===== src/rtl/clock_pkg.sv =====
// clock_pkg: edit-state encoding and field indices shared by the clock/calendar top and display mux
package clock_pkg;
    typedef enum logic {RUN = 1'b0, EDIT = 1'b1} edit_state_t;
    localparam int FIELD_S = 0;
    localparam int FIELD_MI = 1;
    localparam int FIELD_H = 2;
    localparam int FIELD_Y_TU = 3;
    localparam int FIELD_Y_TH = 4;
    localparam int FIELD_MO = 5;
    localparam int FIELD_D = 6;
    localparam int FIELD_COUNT = 7;
endpackage


===== src/rtl/clock_edit_ctrl_if.sv =====
// clock_edit_ctrl_if: raw buttons in, edit/select/strobe/enable signals out
interface clock_edit_ctrl_if import clock_pkg::*; #(
    parameter int NUM_FIELDS = FIELD_COUNT
);
    logic mode_btn;
    logic inc_btn;
    logic dec_btn;
    logic editing;
    logic [NUM_FIELDS-1:0] field_sel;
    logic inc_pulse;
    logic dec_pulse;
    logic tick_en;
    logic [NUM_FIELDS-1:0] display_en;
    modport master (
        output mode_btn, inc_btn, dec_btn,
        input editing, field_sel, inc_pulse, dec_pulse, tick_en, display_en
    );
    modport slave (
        input mode_btn, inc_btn, dec_btn,
        output editing, field_sel, inc_pulse, dec_pulse, tick_en, display_en
    );
endinterface


===== src/rtl/btn_conditioner.sv =====
// btn_conditioner: active-low button sync, debounce, press strobe and optional hold-to-repeat
module btn_conditioner #(
    parameter int DEB_CYC = 1_000_000,
    parameter int REPEAT_DELAY_CYC = 25_000_000,
    parameter int REPEAT_RATE_CYC = 5_000_000,
    parameter bit REPEAT_EN = 1'b1
) (
    input logic clk,
    input logic rst,
    input logic btn,
    input logic hold_clr,
    output logic level,
    output logic press,
    output logic rpt
);
    localparam int DW = $clog2(DEB_CYC + 1);
    localparam int RMAX = REPEAT_DELAY_CYC > REPEAT_RATE_CYC ? REPEAT_DELAY_CYC : REPEAT_RATE_CYC;
    localparam int RW = $clog2(RMAX + 1);
    logic s1, s2, rpt_on, deb_done, rpt_hit;
    logic [DW-1:0] deb_cnt;
    logic [RW-1:0] rcnt;
    assign deb_done = deb_cnt == DW'(DEB_CYC - 1);
    assign rpt_hit = rcnt == (rpt_on ? RW'(REPEAT_RATE_CYC - 1) : RW'(REPEAT_DELAY_CYC - 1));
    always_ff @(posedge clk or negedge rst) begin
        if (!rst) begin
            s1 <= 1'b1;
            s2 <= 1'b1;
            level <= 1'b1;
            deb_cnt <= '0;
            press <= 1'b0;
            rcnt <= '0;
            rpt_on <= 1'b0;
            rpt <= 1'b0;
        end else begin
            s1 <= btn;
            s2 <= s1;
            deb_cnt <= (s2 == level || deb_done) ? '0 : deb_cnt + 1'b1;
            if (s2 != level && deb_done) level <= s2;
            press <= s2 != level && deb_done && !s2;
            // first strobe after the delay, then one per rate period while held
            if (!REPEAT_EN || hold_clr || level) begin
                rcnt <= '0;
                rpt_on <= 1'b0;
                rpt <= 1'b0;
            end else begin
                rcnt <= rpt_hit ? '0 : rcnt + 1'b1;
                rpt_on <= rpt_on || rpt_hit;
                rpt <= rpt_hit;
            end
        end
    end
endmodule


===== src/rtl/clock_edit_ctrl.sv =====
// clock_edit_ctrl: button conditioning, RUN/EDIT field walk, blink, idle timeout and timebase gating
module clock_edit_ctrl import clock_pkg::*; #(
    parameter int NUM_FIELDS = FIELD_COUNT,
    parameter int DEB_CYC = 1_000_000,
    parameter int REPEAT_DELAY_CYC = 25_000_000,
    parameter int REPEAT_RATE_CYC = 5_000_000,
    parameter int BLINK_CYC = 12_500_000,
    parameter int TIMEOUT_CYC = 500_000_000
) (
    input logic clk,
    input logic rst,
    clock_edit_ctrl_if.slave bus
);
    localparam int IW = NUM_FIELDS > 1 ? $clog2(NUM_FIELDS) : 1;
    localparam int BW = $clog2(BLINK_CYC + 1);
    localparam int TW = $clog2(TIMEOUT_CYC + 1);
    edit_state_t state, nxt_state;
    logic [IW-1:0] idx, nxt_idx;
    logic [BW-1:0] bcnt, nxt_bcnt;
    logic [TW-1:0] idle_cnt;
    logic [NUM_FIELDS-1:0] sel;
    logic phase, nxt_phase;
    logic mode_press, mode_rpt, mode_lvl, inc_press, inc_rpt, inc_lvl, dec_press, dec_rpt, dec_lvl;
    logic in_edit, both, hold_clr, activity, inc_go, dec_go, last, timeout, refresh, bhit;
    btn_conditioner #(
        .DEB_CYC(DEB_CYC), .REPEAT_DELAY_CYC(REPEAT_DELAY_CYC),
        .REPEAT_RATE_CYC(REPEAT_RATE_CYC), .REPEAT_EN(1'b0)
    ) u_mode (
        .clk(clk), .rst(rst), .btn(bus.mode_btn), .hold_clr(1'b1),
        .level(mode_lvl), .press(mode_press), .rpt(mode_rpt)
    );
    btn_conditioner #(
        .DEB_CYC(DEB_CYC), .REPEAT_DELAY_CYC(REPEAT_DELAY_CYC),
        .REPEAT_RATE_CYC(REPEAT_RATE_CYC), .REPEAT_EN(1'b1)
    ) u_inc (
        .clk(clk), .rst(rst), .btn(bus.inc_btn), .hold_clr(hold_clr),
        .level(inc_lvl), .press(inc_press), .rpt(inc_rpt)
    );
    btn_conditioner #(
        .DEB_CYC(DEB_CYC), .REPEAT_DELAY_CYC(REPEAT_DELAY_CYC),
        .REPEAT_RATE_CYC(REPEAT_RATE_CYC), .REPEAT_EN(1'b1)
    ) u_dec (
        .clk(clk), .rst(rst), .btn(bus.dec_btn), .hold_clr(hold_clr),
        .level(dec_lvl), .press(dec_press), .rpt(dec_rpt)
    );
    // a held mode button also parks auto-repeat so it cannot run on into the next field
    always_comb begin
        in_edit = state == EDIT;
        both = !inc_lvl && !dec_lvl;
        hold_clr = !in_edit || both || !mode_lvl;
        activity = mode_press || mode_rpt || inc_press || inc_rpt || dec_press || dec_rpt;
        inc_go = in_edit && (inc_press || inc_rpt) && !both && !mode_press;
        dec_go = in_edit && (dec_press || dec_rpt) && !both && !mode_press;
        last = idx == IW'(NUM_FIELDS - 1);
        timeout = in_edit && !activity && idle_cnt == TW'(TIMEOUT_CYC - 1);
        nxt_state = (timeout || (mode_press && in_edit && last)) ? RUN : mode_press ? EDIT : state;
        nxt_idx = nxt_state == RUN ? '0 : (mode_press && in_edit) ? idx + 1'b1 : idx;
        refresh = (mode_press && nxt_state == EDIT) || inc_go || dec_go;
        bhit = bcnt == BW'(BLINK_CYC - 1);
        nxt_phase = (nxt_state == RUN || refresh) ? 1'b1 : bhit ? !phase : phase;
        nxt_bcnt = (nxt_state == RUN || refresh || bhit) ? '0 : bcnt + 1'b1;
        sel = NUM_FIELDS'(1) << nxt_idx;
    end
    always_ff @(posedge clk or negedge rst) begin
        if (!rst) begin
            state <= RUN;
            idx <= '0;
            phase <= 1'b1;
            bcnt <= '0;
            idle_cnt <= '0;
            bus.editing <= 1'b0;
            bus.field_sel <= '0;
            bus.inc_pulse <= 1'b0;
            bus.dec_pulse <= 1'b0;
            bus.tick_en <= 1'b1;
            bus.display_en <= '1;
        end else begin
            state <= nxt_state;
            idx <= nxt_idx;
            phase <= nxt_phase;
            bcnt <= nxt_bcnt;
            idle_cnt <= (nxt_state == RUN || activity) ? '0 : idle_cnt + 1'b1;
            bus.editing <= nxt_state == EDIT;
            bus.field_sel <= nxt_state == EDIT ? sel : '0;
            bus.inc_pulse <= inc_go;
            bus.dec_pulse <= dec_go;
            bus.tick_en <= nxt_state == RUN;
            bus.display_en <= ~(sel & {NUM_FIELDS{!nxt_phase}});
        end
    end
endmodule


===== src/flat_wrapper.sv =====
// flat-port wrapper written by rule: the top's interface ports become plain ports
module clock_edit_ctrl_flat import clock_pkg::*;
#(
    parameter int NUM_FIELDS = FIELD_COUNT,
    parameter int DEB_CYC = 1_000_000,
    parameter int REPEAT_DELAY_CYC = 25_000_000,
    parameter int REPEAT_RATE_CYC = 5_000_000,
    parameter int BLINK_CYC = 12_500_000,
    parameter int TIMEOUT_CYC = 500_000_000
)
  (clk, rst, bus_mode_btn, bus_inc_btn, bus_dec_btn, bus_editing, bus_field_sel, bus_inc_pulse, bus_dec_pulse, bus_tick_en, bus_display_en);
  clock_edit_ctrl_if #(.NUM_FIELDS(NUM_FIELDS)) bus_i ();
  input logic clk;
  input logic rst;
  input wire logic [$bits(bus_i.mode_btn)-1:0] bus_mode_btn;
  input wire logic [$bits(bus_i.inc_btn)-1:0] bus_inc_btn;
  input wire logic [$bits(bus_i.dec_btn)-1:0] bus_dec_btn;
  output wire logic [$bits(bus_i.editing)-1:0] bus_editing;
  output wire logic [$bits(bus_i.field_sel)-1:0] bus_field_sel;
  output wire logic [$bits(bus_i.inc_pulse)-1:0] bus_inc_pulse;
  output wire logic [$bits(bus_i.dec_pulse)-1:0] bus_dec_pulse;
  output wire logic [$bits(bus_i.tick_en)-1:0] bus_tick_en;
  output wire logic [$bits(bus_i.display_en)-1:0] bus_display_en;
  assign bus_i.mode_btn = bus_mode_btn;
  assign bus_i.inc_btn = bus_inc_btn;
  assign bus_i.dec_btn = bus_dec_btn;
  assign bus_editing = bus_i.editing;
  assign bus_field_sel = bus_i.field_sel;
  assign bus_inc_pulse = bus_i.inc_pulse;
  assign bus_dec_pulse = bus_i.dec_pulse;
  assign bus_tick_en = bus_i.tick_en;
  assign bus_display_en = bus_i.display_en;
  clock_edit_ctrl #(.NUM_FIELDS(NUM_FIELDS), .DEB_CYC(DEB_CYC), .REPEAT_DELAY_CYC(REPEAT_DELAY_CYC), .REPEAT_RATE_CYC(REPEAT_RATE_CYC), .BLINK_CYC(BLINK_CYC), .TIMEOUT_CYC(TIMEOUT_CYC)) u_core (.clk(clk), .rst(rst), .bus(bus_i));
endmodule

===== config.mk =====
export PLATFORM = sky130hd
export DESIGN_NAME = clock_edit_ctrl_flat
export DESIGN_NICKNAME = d
export VERILOG_FILES = /design/src/rtl/clock_pkg.sv /design/src/rtl/clock_edit_ctrl_if.sv /design/src/rtl/btn_conditioner.sv /design/src/rtl/clock_edit_ctrl.sv /design/src/flat_wrapper.sv
export SDC_FILE = /design/constraint.sdc
export NUM_CORES = 1
export LEC_CHECK = 0
export CAP_MARGIN = 0
export CORE_MARGIN = 2
export CORE_UTILIZATION = 38
export DETAILED_ROUTE_END_ITERATION = 7
export PLACE_DENSITY = 0.56
export SLEW_MARGIN = 0
export SYNTH_ARGS = -nofsm -noshare
export SYNTH_HDL_FRONTEND = slang
export SYNTH_SLANG_ARGS = --single-unit

===== constraint.sdc =====
create_clock -name clk -period 3.05 [get_ports clk]
set_clock_uncertainty 0.1 [all_clocks]
set_input_delay 0.305 -clock clk [delete_from_list [all_inputs] [get_ports clk]]
set_output_delay 0.305 -clock clk [all_outputs]
set_load 0.1 [all_outputs]

==> results of run 1 <==
==> final timing paths <==
check,depth (start not counted),from,endpoint,slack (ns)
min in group asynchronous,2,rst,u_core.bcnt[2]$_DFF_PN0_,0.31
hold reg to reg,0,u_core.u_mode.s1$_DFF_PN1_,u_core.u_mode.s2$_DFF_PN1_,0.25
setup / recovery,6,u_core.idle_cnt[9]$_DFF_PN0_,u_core.bcnt[13]$_DFF_PN0_,0.58
max in group asynchronous,3,rst,u_core.u_mode.s1$_DFF_PN1_,1.71
hold / removal,1,bus_dec_btn,u_core.u_dec.s1$_DFF_PN1_,0.10
setup reg to reg,6,u_core.idle_cnt[9]$_DFF_PN0_,u_core.bcnt[13]$_DFF_PN0_,0.58
==> power breakdown <==
group | leakage, uW | internal (uW) | switching [uW]
logic | 0.00122 | 24.9 | 74.3
registers | 0.00274 | 2690 | 13.5
clock network | 0.000428 | 1940 | 1110
==> through the flow <==
| step | setup WS [ns] | total power, uW | instance area (sq um) | util [%] | hold WS (ns) |
|---|---|---|---|---|---|
| floorplan | 0.1444 | 2773 | 9434 | - | -0.09059 |
| CTS | 0.5341 | 5957 | 10870 | 44.69 | 0.08180 |
| finish | 0.5849 | 5856 | 10870 | 44.69 | 0.1017 |
| global placement | 0.5583 | 2850 | 9990 | 41.08 | 0.2464 |
| detailed placement | 0.5305 | 2850 | 9990 | 41.08 | 0.2468 |
| global route | 0.3343 | 6100 | 10870 | 44.69 | 0.08915 |
==> registers in the layout (all words and copies together) (netlist names), 3 cells and up <==
| register | cells |
|---|---|
| u_core.idle_cnt | 29 |
| u_core.u_inc.deb_cnt | 20 |
| u_core.u_dec.rcnt | 25 |
| u_core.bcnt | 24 |
| u_core.idx | 3 |
| u_core.u_mode.deb_cnt | 20 |
| u_core.bus.field_sel | 7 |
| u_core.u_dec.deb_cnt | 20 |
| u_core.bus.display_en | 7 |
| u_core.u_inc.rcnt | 25 |
==> logic make-up (layout without fill, tap and decap cells) <==
kind of cell             Yosys count  count (layout)  synth area share [%]
adder cells (fa/ha/maj)            9               9                 1.194
AO/OA/AOI/OAI                      8               8                0.8753
XOR/XNOR                         155             155                 14.39
flip-flops                       201             201                 53.55
buffers and inverters             41             100                 2.361
multiplexers                       3               3                0.3581
AND/OR/NAND/NOR                  519             519                 27.27
==> placed cells by master (no fill, tap or decap), types with 4 or more instances in the layout <==
cell,n
clkbuf_16,25
nor4_1,19
nor4b_1,5
xnor2_1,63
nor2_1,209
and4_1,14
clkbuf_8,5
or3_1,8
nand3_1,76
nor3_1,21
nand2_1,55
buf_4,30
dfrtp_1,183
or4_1,6
clkbuf_1,5
clkinv_2,5
inv_1,17
bufinv_16,4
nand4b_1,7
xor2_1,92
ha_1,9
nor2b_1,5
nand4_1,45
dfstp_2,18
and3_1,27
and2_1,4
==> critical path, cell delays in order, from the launching register on <==
cell	delay (ns)
dfrtp_1	0.43
or4b_1	0.53
nor4_1	0.38
and4_1	0.38
or3_1	0.15
buf_4	0.26
nor2_1	0.09
==> metal layers <==
metal  vias to the layer above  track usage (%)
met3                        31            2.388
met1                      3125            20.43
met2                        90            21.87
met5                         -                0
li1                       3258                -
met4                         0            3.856
==> area by class of cell <==
cell class,count,area (sq um),area share (%)
multi-input cells,694,4159,38.26
repair buffers,37,319.1,2.935
clock buffers,34,699.4,6.435
clock inverters,12,170.2,1.566
well taps,324,405.4,3.730
flip-flops and latches,201,5052,46.48
inverters,17,63.81,0.5871
==> qor.csv, run 1 <==
stage,metric,value,unit
run_status,status,"finished, final reports clean",
worst_setup_path,cp.required,3.35,ns
worst_setup_path,crit_path_start_kind,register,
yosys,netlist.top_cell.by_area,dfrtp_1,
route,wl_met3,700,um
global_route,grt_pass1_wl,31370,um
sta,fmax,0.4057,GHz
sta,finalCriticalPeriod,2.465,ns
global_route,grt_remaining_overflow,0,
layout,drive_gt1_share,10.15,%
layout,nNetsFinal,990,
clocking,cts_setup_buffers,0,
worst_setup_path,cp.arrival,2.76,ns
clocking,holdBufCountCts,1,
clocking,clock_latency,0.52,ns
global_route,grt_max_degree,87,
clocking,ctsResizeCount,0,
yosys,ys_seq_elements,201,
route,drtPass1Iterations,4,
worst_hold_path,worstHoldPathType,primary input to register,
yosys,synth_area_leaders,"dfrtp_1 (49%), xor2_1 (8.5%), nor2_1 (8.3%)",
route,drc_errors,0,
clocking,clkTransAtPathRegs,0.06,ns
clocking,cts_buffers,25,
die,rows,57,
clocking,cts_buffer_depth,3,
clocking,htreeDepth,1,
yosys,synthFlopType,dfrtp_1,
yosys,async_reset_ff_share,100.0,%
power_and_ir_drop,power.density,538.8,nW/um^2
yosys,yosysMostFrequentCell,nor2_1,
die,io_pins,23,
yosys,syn_avg_cell_area,10.08,sq um
sta,finalCritPeriodShare,80.82,%
layout,synthToLayoutAreaGrowth,15.21,%
placement,detailed_place_hpwl,11490,um
yosys,syn_area,9434,sq um
sta,drv_slew,0,
worst_setup_path,criticalPathCategory,register to register,
sta,hold_violations,0,
yosys,synth.net_count,950,
layout,stdcell_count,1319,
layout,n_antenna_cell,0,
route,wl_met1,8859,um
placement,gp_congestion,0.7654,
sta,tightest_slew,0.7659,ns
route,wire_per_inst,13.33,um
yosys,yosysWarnings,0,
clocking,root_buffer,clkbuf_16,
route,drt_iter0_markers,453,
yosys,yosysUniqueCellTypes,42,
placement,io_buffers,22,
die,fp.dieH,161.6,um
die,die_x,161.6,um
route,wl_met2,7651,um
route,via_per_inst,4.931,
power_and_ir_drop,p_leak,0.004389,uW
sta,fin_tns_setup,0,ns
die,coreArea,24320,sq um
sta,setup_viol_count_final,0,
route,wl,17590,um
power_and_ir_drop,vdd_drop_max,0.3829,mV
layout,n_fill_cell,2332,
clocking,cts.sinks,201,
placement,dp_cells,1272,
die,die_area,26100,sq um
die,initial_core_util,38.79,%
yosys,ys_seq_area_share,53.55,%
yosys,synth_commonest_cells,"nor2_1 (209), dfrtp_1 (183), xor2_1 (92), nand3_1 (76), xnor2_1 (63)",
clocking,cts_tree,yes,
global_route,track_usage,14.10,%
worst_setup_path,endpoint_kind,register,
yosys,syn_inst,936,
worst_setup_path,crit_fanout,24,
route,highest_layer,met4,
yosys,synth_top_area_share,48.54,%
global_route,antenna_found_initial,0,
global_route,grt_pass1_vias,6469,
sta,rsz0062_at_grt,no,
job,cap_violations,0,
sta,slew_headroom,48.47,%
route,ant_nets,0,
route,vias,6504,
yosys,synth_edf_count,0,
No activity file was read; power rests on OpenSTA's default activity.
==> run 2, diff against run 1 <==
==> constraint.sdc (replaced) <==
create_clock -name clk -period 2.6 [get_ports clk]
set_clock_uncertainty 0.1 [all_clocks]
set_input_delay 0.26 -clock clk [delete_from_list [all_inputs] [get_ports clk]]
set_output_delay 0.26 -clock clk [all_outputs]
set_load 0.1 [all_outputs]
==> run 2 against run 1 <==
Net effect:
- cell count increased by 0.38%
- highest routed layer unchanged
- first-iteration DRC count shrank 13%
- maximum frequency increased by 3.3%
- die area stayed put
==> qor.csv, run 2 (synthesis results as in run 1) <==
stage,metric,value,unit,change
clocking,cts_buffer_depth,3,,unchanged
clocking,cts.sinks,201,,unchanged
worst_setup_path,startpoint,u_core.u_inc.rcnt[7]$_DFF_PN0_,,
global_route,grt_remaining_overflow,0,,unchanged
placement,io_buffers,22,,unchanged
clocking,ctsResizeCount,0,,unchanged
die,initial_core_util,38.79,%,unchanged
layout,utilization,44.82,%,+0.12 points
clocking,root_buffer,clkbuf_16,,
route,wl_met2,7785,um,+1.8%
worst_setup_path,cp.required,2.89,ns,-0.46 ns
route,vias,6561,,+0.88%
clocking,htreeDepth,1,,unchanged
sta,hold_violations,0,,unchanged
die,fp.dieH,161.6,um,unchanged
route,via_per_inst,4.955,,+0.50%
layout,drive_gt1_share,10.60,%,+0.45 points
route,drc_errors,0,,unchanged
global_route,grt_pass1_wl,31030,um,-1.1%
sta,rsz0062_at_grt,no,,
route,wl,17560,um,-0.14%
layout,n_antenna_cell,0,,unchanged
power_and_ir_drop,vdd_drop_max,0.4149,mV,+8.3%
worst_setup_path,crit_fanout,17,,-29%
global_route,grt_pass1_vias,6501,,+0.49%
layout,regMostFlops,u_core.idle_cnt,,
sta,finalCriticalPeriod,2.386,ns,-0.07905 ns
sta,setup_viol_count_final,0,,unchanged
layout,largest_reg_flops,29,,unchanged
clocking,clkTransAtPathRegs,0.06,ns,about the same
sta,drv_slew,0,,unchanged
run_status,status,"finished, final reports clean",,
sta,slew_headroom,48.32,%,-0.15 points
power_and_ir_drop,power.density,605.8,nW/um^2,+12%
sta,fin_tns_setup,0,ns,unchanged
layout,reg_top3,"u_core.idle_cnt (29), u_core.u_dec.rcnt (25), u_core.u_inc.rcnt (25)",,
die,die_area,26100,sq um,unchanged
clocking,holdBufCountCts,1,,unchanged
worst_setup_path,criticalPathCategory,register to register,,
layout,nNetsFinal,997,,+0.71%
route,highest_layer,met4,,
layout,n_fill_cell,2298,,-1.5%
route,wl_met1,8759,um,-1.1%
layout,synthToLayoutAreaGrowth,15.53,%,
die,die_x,161.6,um,unchanged
global_route,antenna_found_initial,0,,unchanged
route,ant_nets,0,,unchanged
global_route,grt_max_degree,60,,-31%
route,wire_per_inst,13.26,um,-0.52%
route,wl_met3,581,um,-17%
worst_hold_path,worstHoldPathType,primary input to register,,
clocking,clock_latency,0.52,ns,about the same
sta,fmax,0.4191,GHz,+3.3%
layout,layout_commonest_cell,nor2_1,,
placement,gp_congestion,0.7762,,+1.4%
worst_setup_path,r2r-start,u_core.u_inc.rcnt[7]$_DFF_PN0_,,
route,drt_iter0_markers,394,,-13%
worst_setup_path,cp.arrival,2.67,ns,-0.09 ns
route,drtPass1Iterations,5,,+1
sta,finalCritPeriodShare,91.77,%,+11 points
job,cap_violations,0,,unchanged
worst_setup_path,endpoint_kind,register,,
worst_hold_path,worstHoldStart,bus_inc_btn,,
power_and_ir_drop,p_total,6603,uW,+13%
die,io_pins,23,,unchanged
placement,detailed_place_hpwl,11570,um,+0.73%
global_route,track_usage,13.99,%,-0.11 points
power_and_ir_drop,p_leak,0.004413,uW,+0.55%
clocking,cts_setup_buffers,0,,unchanged
worst_setup_path,crit_path_start_kind,register,,
clocking,cts_buffers,24,,-4.0%
clocking,cts_tree,yes,,
die,rows,57,,unchanged
sta,tightest_slew,0.7681,ns,+0.002270 ns
die,coreArea,24320,sq um,unchanged
layout,most-common-layout-cells,"nor2_1 (209), dfrtp_1 (182), xor2_1 (92)",,
run 2: power by group:
part	internal (uW)	switching, uW
registers	3150	16.7
clock network	2050	1260
logic	32.2	88.0
total	5240	1370
run 2: layout make-up:
type / instances / area (sq um) / share of cell area [%]
sequential: 201 / 5056 / 46.39
clock buffer: 38 / 744.5 / 6.830
clock inverter: 5 / 53.80 / 0.4936
tap: 324 / 405.4 / 3.719
inverter: 17 / 63.81 / 0.5855
timing repair buffer: 45 / 416.7 / 3.823
multi-input combinational: 694 / 4159 / 38.16
run 2: layer usage:
metal  GRT usage (%)  up-vias
li1                -     3291
met1           19.76     3144
met2           22.38       94
met3           2.388       32
met4           3.693        0
met5               0        -
run 2: worst paths after layout:
kind | cells after the start | slack (ns) | to
worst min register to register | 0 | 0.26 | u_core.u_dec.s2$_DFF_PN1_
worst max register to register | 6 | 0.21 | u_core.u_inc.rcnt[20]$_DFF_PN0_
worst max-delay path | 6 | 0.21 | u_core.u_inc.rcnt[20]$_DFF_PN0_
max in group asynchronous | 3 | 1.49 | u_core.u_dec.s1$_DFF_PN1_
min in group asynchronous | 2 | 0.20 | u_core.bcnt[8]$_DFF_PN0_
worst min-delay path | 1 | 0.06 | u_core.u_inc.s1$_DFF_PN1_
run 2: critical path, stage by stage (launching register included):
cell and delay [ns]:
dfrtp_1 0.42, or4_1 0.50, or4_1 0.53, a2111oi_4 0.25, or2_1 0.17, buf_4 0.22
nor2_1 0.08
run 2: through the flow:
step / hold slack [ns] / setup slack, ns / cell area (sq um) / cells
4_1_cts: 0.04286 / 0.2044 / 10900 / 1324
5_1_grt: 0.04357 / 0.08273 / 10900 / 1324
3_5_place_dp: 0.1817 / 0.2282 / 10090 / 1280
2_1_floorplan: -0.1356 / 0.07592 / 9438 / 936
3_3_place_gp: 0.1826 / 0.2740 / 10090 / 1280
6_report: 0.05930 / 0.2139 / 10900 / 1324
==> RTL edit (settings of run 2) <==
`BLINK_CYC` is set to 12_500_000 in 2 places; all go to 50_000_000.
--- a/src/rtl/clock_edit_ctrl.sv
+++ b/src/rtl/clock_edit_ctrl.sv
@@ -4,7 +4,7 @@
     parameter int DEB_CYC = 1_000_000,
     parameter int REPEAT_DELAY_CYC = 25_000_000,
     parameter int REPEAT_RATE_CYC = 5_000_000,
-    parameter int BLINK_CYC = 12_500_000,
+    parameter int BLINK_CYC = 50_000_000,
     parameter int TIMEOUT_CYC = 500_000_000
 ) (
     input logic clk,
--- a/src/flat_wrapper.sv
+++ b/src/flat_wrapper.sv
@@ -5,7 +5,7 @@
     parameter int DEB_CYC = 1_000_000,
     parameter int REPEAT_DELAY_CYC = 25_000_000,
     parameter int REPEAT_RATE_CYC = 5_000_000,
-    parameter int BLINK_CYC = 12_500_000,
+    parameter int BLINK_CYC = 50_000_000,
     parameter int TIMEOUT_CYC = 500_000_000
 )
   (clk, rst, bus_mode_btn, bus_inc_btn, bus_dec_btn, bus_editing, bus_field_sel, bus_inc_pulse, bus_dec_pulse, bus_tick_en, bus_display_en);
Check against the original RTL: no difference found for any inputs over 10 cycles, from zero or initial values and one cycle with rst low; that may be too few to reach the edited logic, so the function may still have changed.
==> RTL edit against run 2 <==
Sequential cell count up 2. Critical path depth unchanged. Largest power group is now registers. Count of clock-buffer cells in the layout down 2. Design area rose by 0.18%. Routed wire length rose by 2.5%. Total power is 2.8% lower. Worst setup slack improved by 0.015 ns. Synthesized area rose by 0.64%.
==> RTL edit: results (changes against run 2) <==
metric	value	unit	change
powerDensity	588.0	nW/µm²	-2.9%
ff2ff_setup_slack	0.23	ns	+0.02 ns
p_int	0.005051	W	-3.5%
reg_top3	u_core.idle_cnt x29, u_core.bcnt x26		
timing.rr.end	u_core.u_inc.rcnt[21]$_DFF_PN0_		
hold_buffers	1		unchanged
syn-num-nets	965		+1.6%
clock_tree.root_cell	clkbuf_16		
synth_compound_area_frac	0.009884		+0.001131
place_congestion	0.7431		-4.3%
cts_max_level	1		unchanged
fin_nets	1012		+1.5%
status	finished clean		
ff2ff_path_depth	6		unchanged
portBuffers	22		unchanged
r2r_start	u_core.u_inc.rcnt[17]$_DFF_PN0_		
synthMuxAreaShare	0.005667		+0.002086
synth_xor_area_frac	0.1430		-0.0009103
slowest_stage	or4b_1		
fillers	2381		+3.6%
worst-path-max-fanout	15		-2
power.leakage	4.413	nW	about the same
clkSlewWorstSetupHoldPaths	0.06	ns	about the same
ys_top_cells_by_count	201 x nor2_1, 185 x dfrtp_1, 83 x xor2_1		
dr.pass1.iters	4		-1
min_from	bus_inc_btn		
syn_inst	951		+1.6%
hold_ws	0.05726	ns	-0.002047 ns
wl_per_cell	13.45	µm	+1.4%
first_global_vias	6600		+1.5%
largest_register_ffs	29		unchanged
drt-initial-drc-count	344		-13%
drt_wl_total	18.00	mm	+2.5%
grt_pass1_wl	31.94	mm	+2.9%
ir_drop	0.3925	mV	-5.4%
vias_per_cell	4.914		-0.84%
clock_latency	0.51	ns	
synthTopCellsByArea	dfrtp_1 49%, nor2_1 7.9%, xor2_1 7.7%		
max-clock-path-buffers	3		unchanged
post_dp_cell_area	10180	µm²	+0.88%
synth-adder-area-share	0.01186		-0.00007551
antennaDiodeCount	0		unchanged
yosys.cell_types.count	45		+7.1%
gr-usage-all-layers	0.1440		+0.004117
powerComb	0.000117	W	
yosysSeqAreaShare	0.5374		+0.001884
path_delay_family	simple AND/OR/NAND/NOR gates		
holdPathEnd	u_core.u_inc.s1$_DFF_PN1_		
preCtsSetupSlack	0.2236	ns	-0.004583 ns
powerClk	0.00310	W	-6.6%
relSlewSlack	0.5151		+0.03189
dp.final_hpwl	11.90	mm	+2.9%
drive_above_1_share	0.1085		+0.002481
grt_max_degree	61		+1.7%
-- RTL edit: cell types whose count changed in the layout (fill, tap and decap cells not counted), sizes merged, moves of 7 or more --
cell	delta
nor3	+17
xnor2	+9
nor2	-8
nand3	-8
nand4	-8
nand2	+7
xor2	-9
-- RTL edit: worst max-delay path by stage --
| stage | slack (ns) | end | start |
|---|---|---|---|
| after floorplan | 0.03 | u_core.idle_cnt[20]$_DFF_PN0_ | u_core.in_edit$_DFF_PN0_ |
| after global placement | 0.28 | u_core.u_inc.rcnt[2]$_DFF_PN0_ | u_core.u_inc.rcnt[8]$_DFF_PN0_ |
| after detailed placement | 0.22 | u_core.u_inc.rcnt[13]$_DFF_PN0_ | u_core.u_inc.rcnt[17]$_DFF_PN0_ |
| after CTS | 0.21 | u_core.u_inc.rcnt[13]$_DFF_PN0_ | u_core.u_inc.rcnt[17]$_DFF_PN0_ |
| after global routing | 0.10 | u_core.u_inc.rcnt[13]$_DFF_PN0_ | u_core.u_inc.rcnt[17]$_DFF_PN0_ |
| final | 0.23 | u_core.u_inc.rcnt[21]$_DFF_PN0_ | u_core.u_inc.rcnt[17]$_DFF_PN0_ |
-- RTL edit: cell type report --
class	count	area, µm²	area share
clock buffers	36	696.9	0.06383
clock inverters	6	32.53	0.002979
inverters	19	71.32	0.006531
multi-input cells	704	4195	0.3842
flip-flops and latches	203	5106	0.4676
well taps	324	405.4	0.03713
repair buffers	46	411.6	0.03770
-- RTL edit: per-layer routing --
metal  share of wire  GRT usage  up-vias
met4           0.014    0.03298        0
met2            0.45     0.2313       73
met1            0.51     0.2060     3154
met5               0          0        -
li1                -          -     3326
met3           0.033    0.02273       22
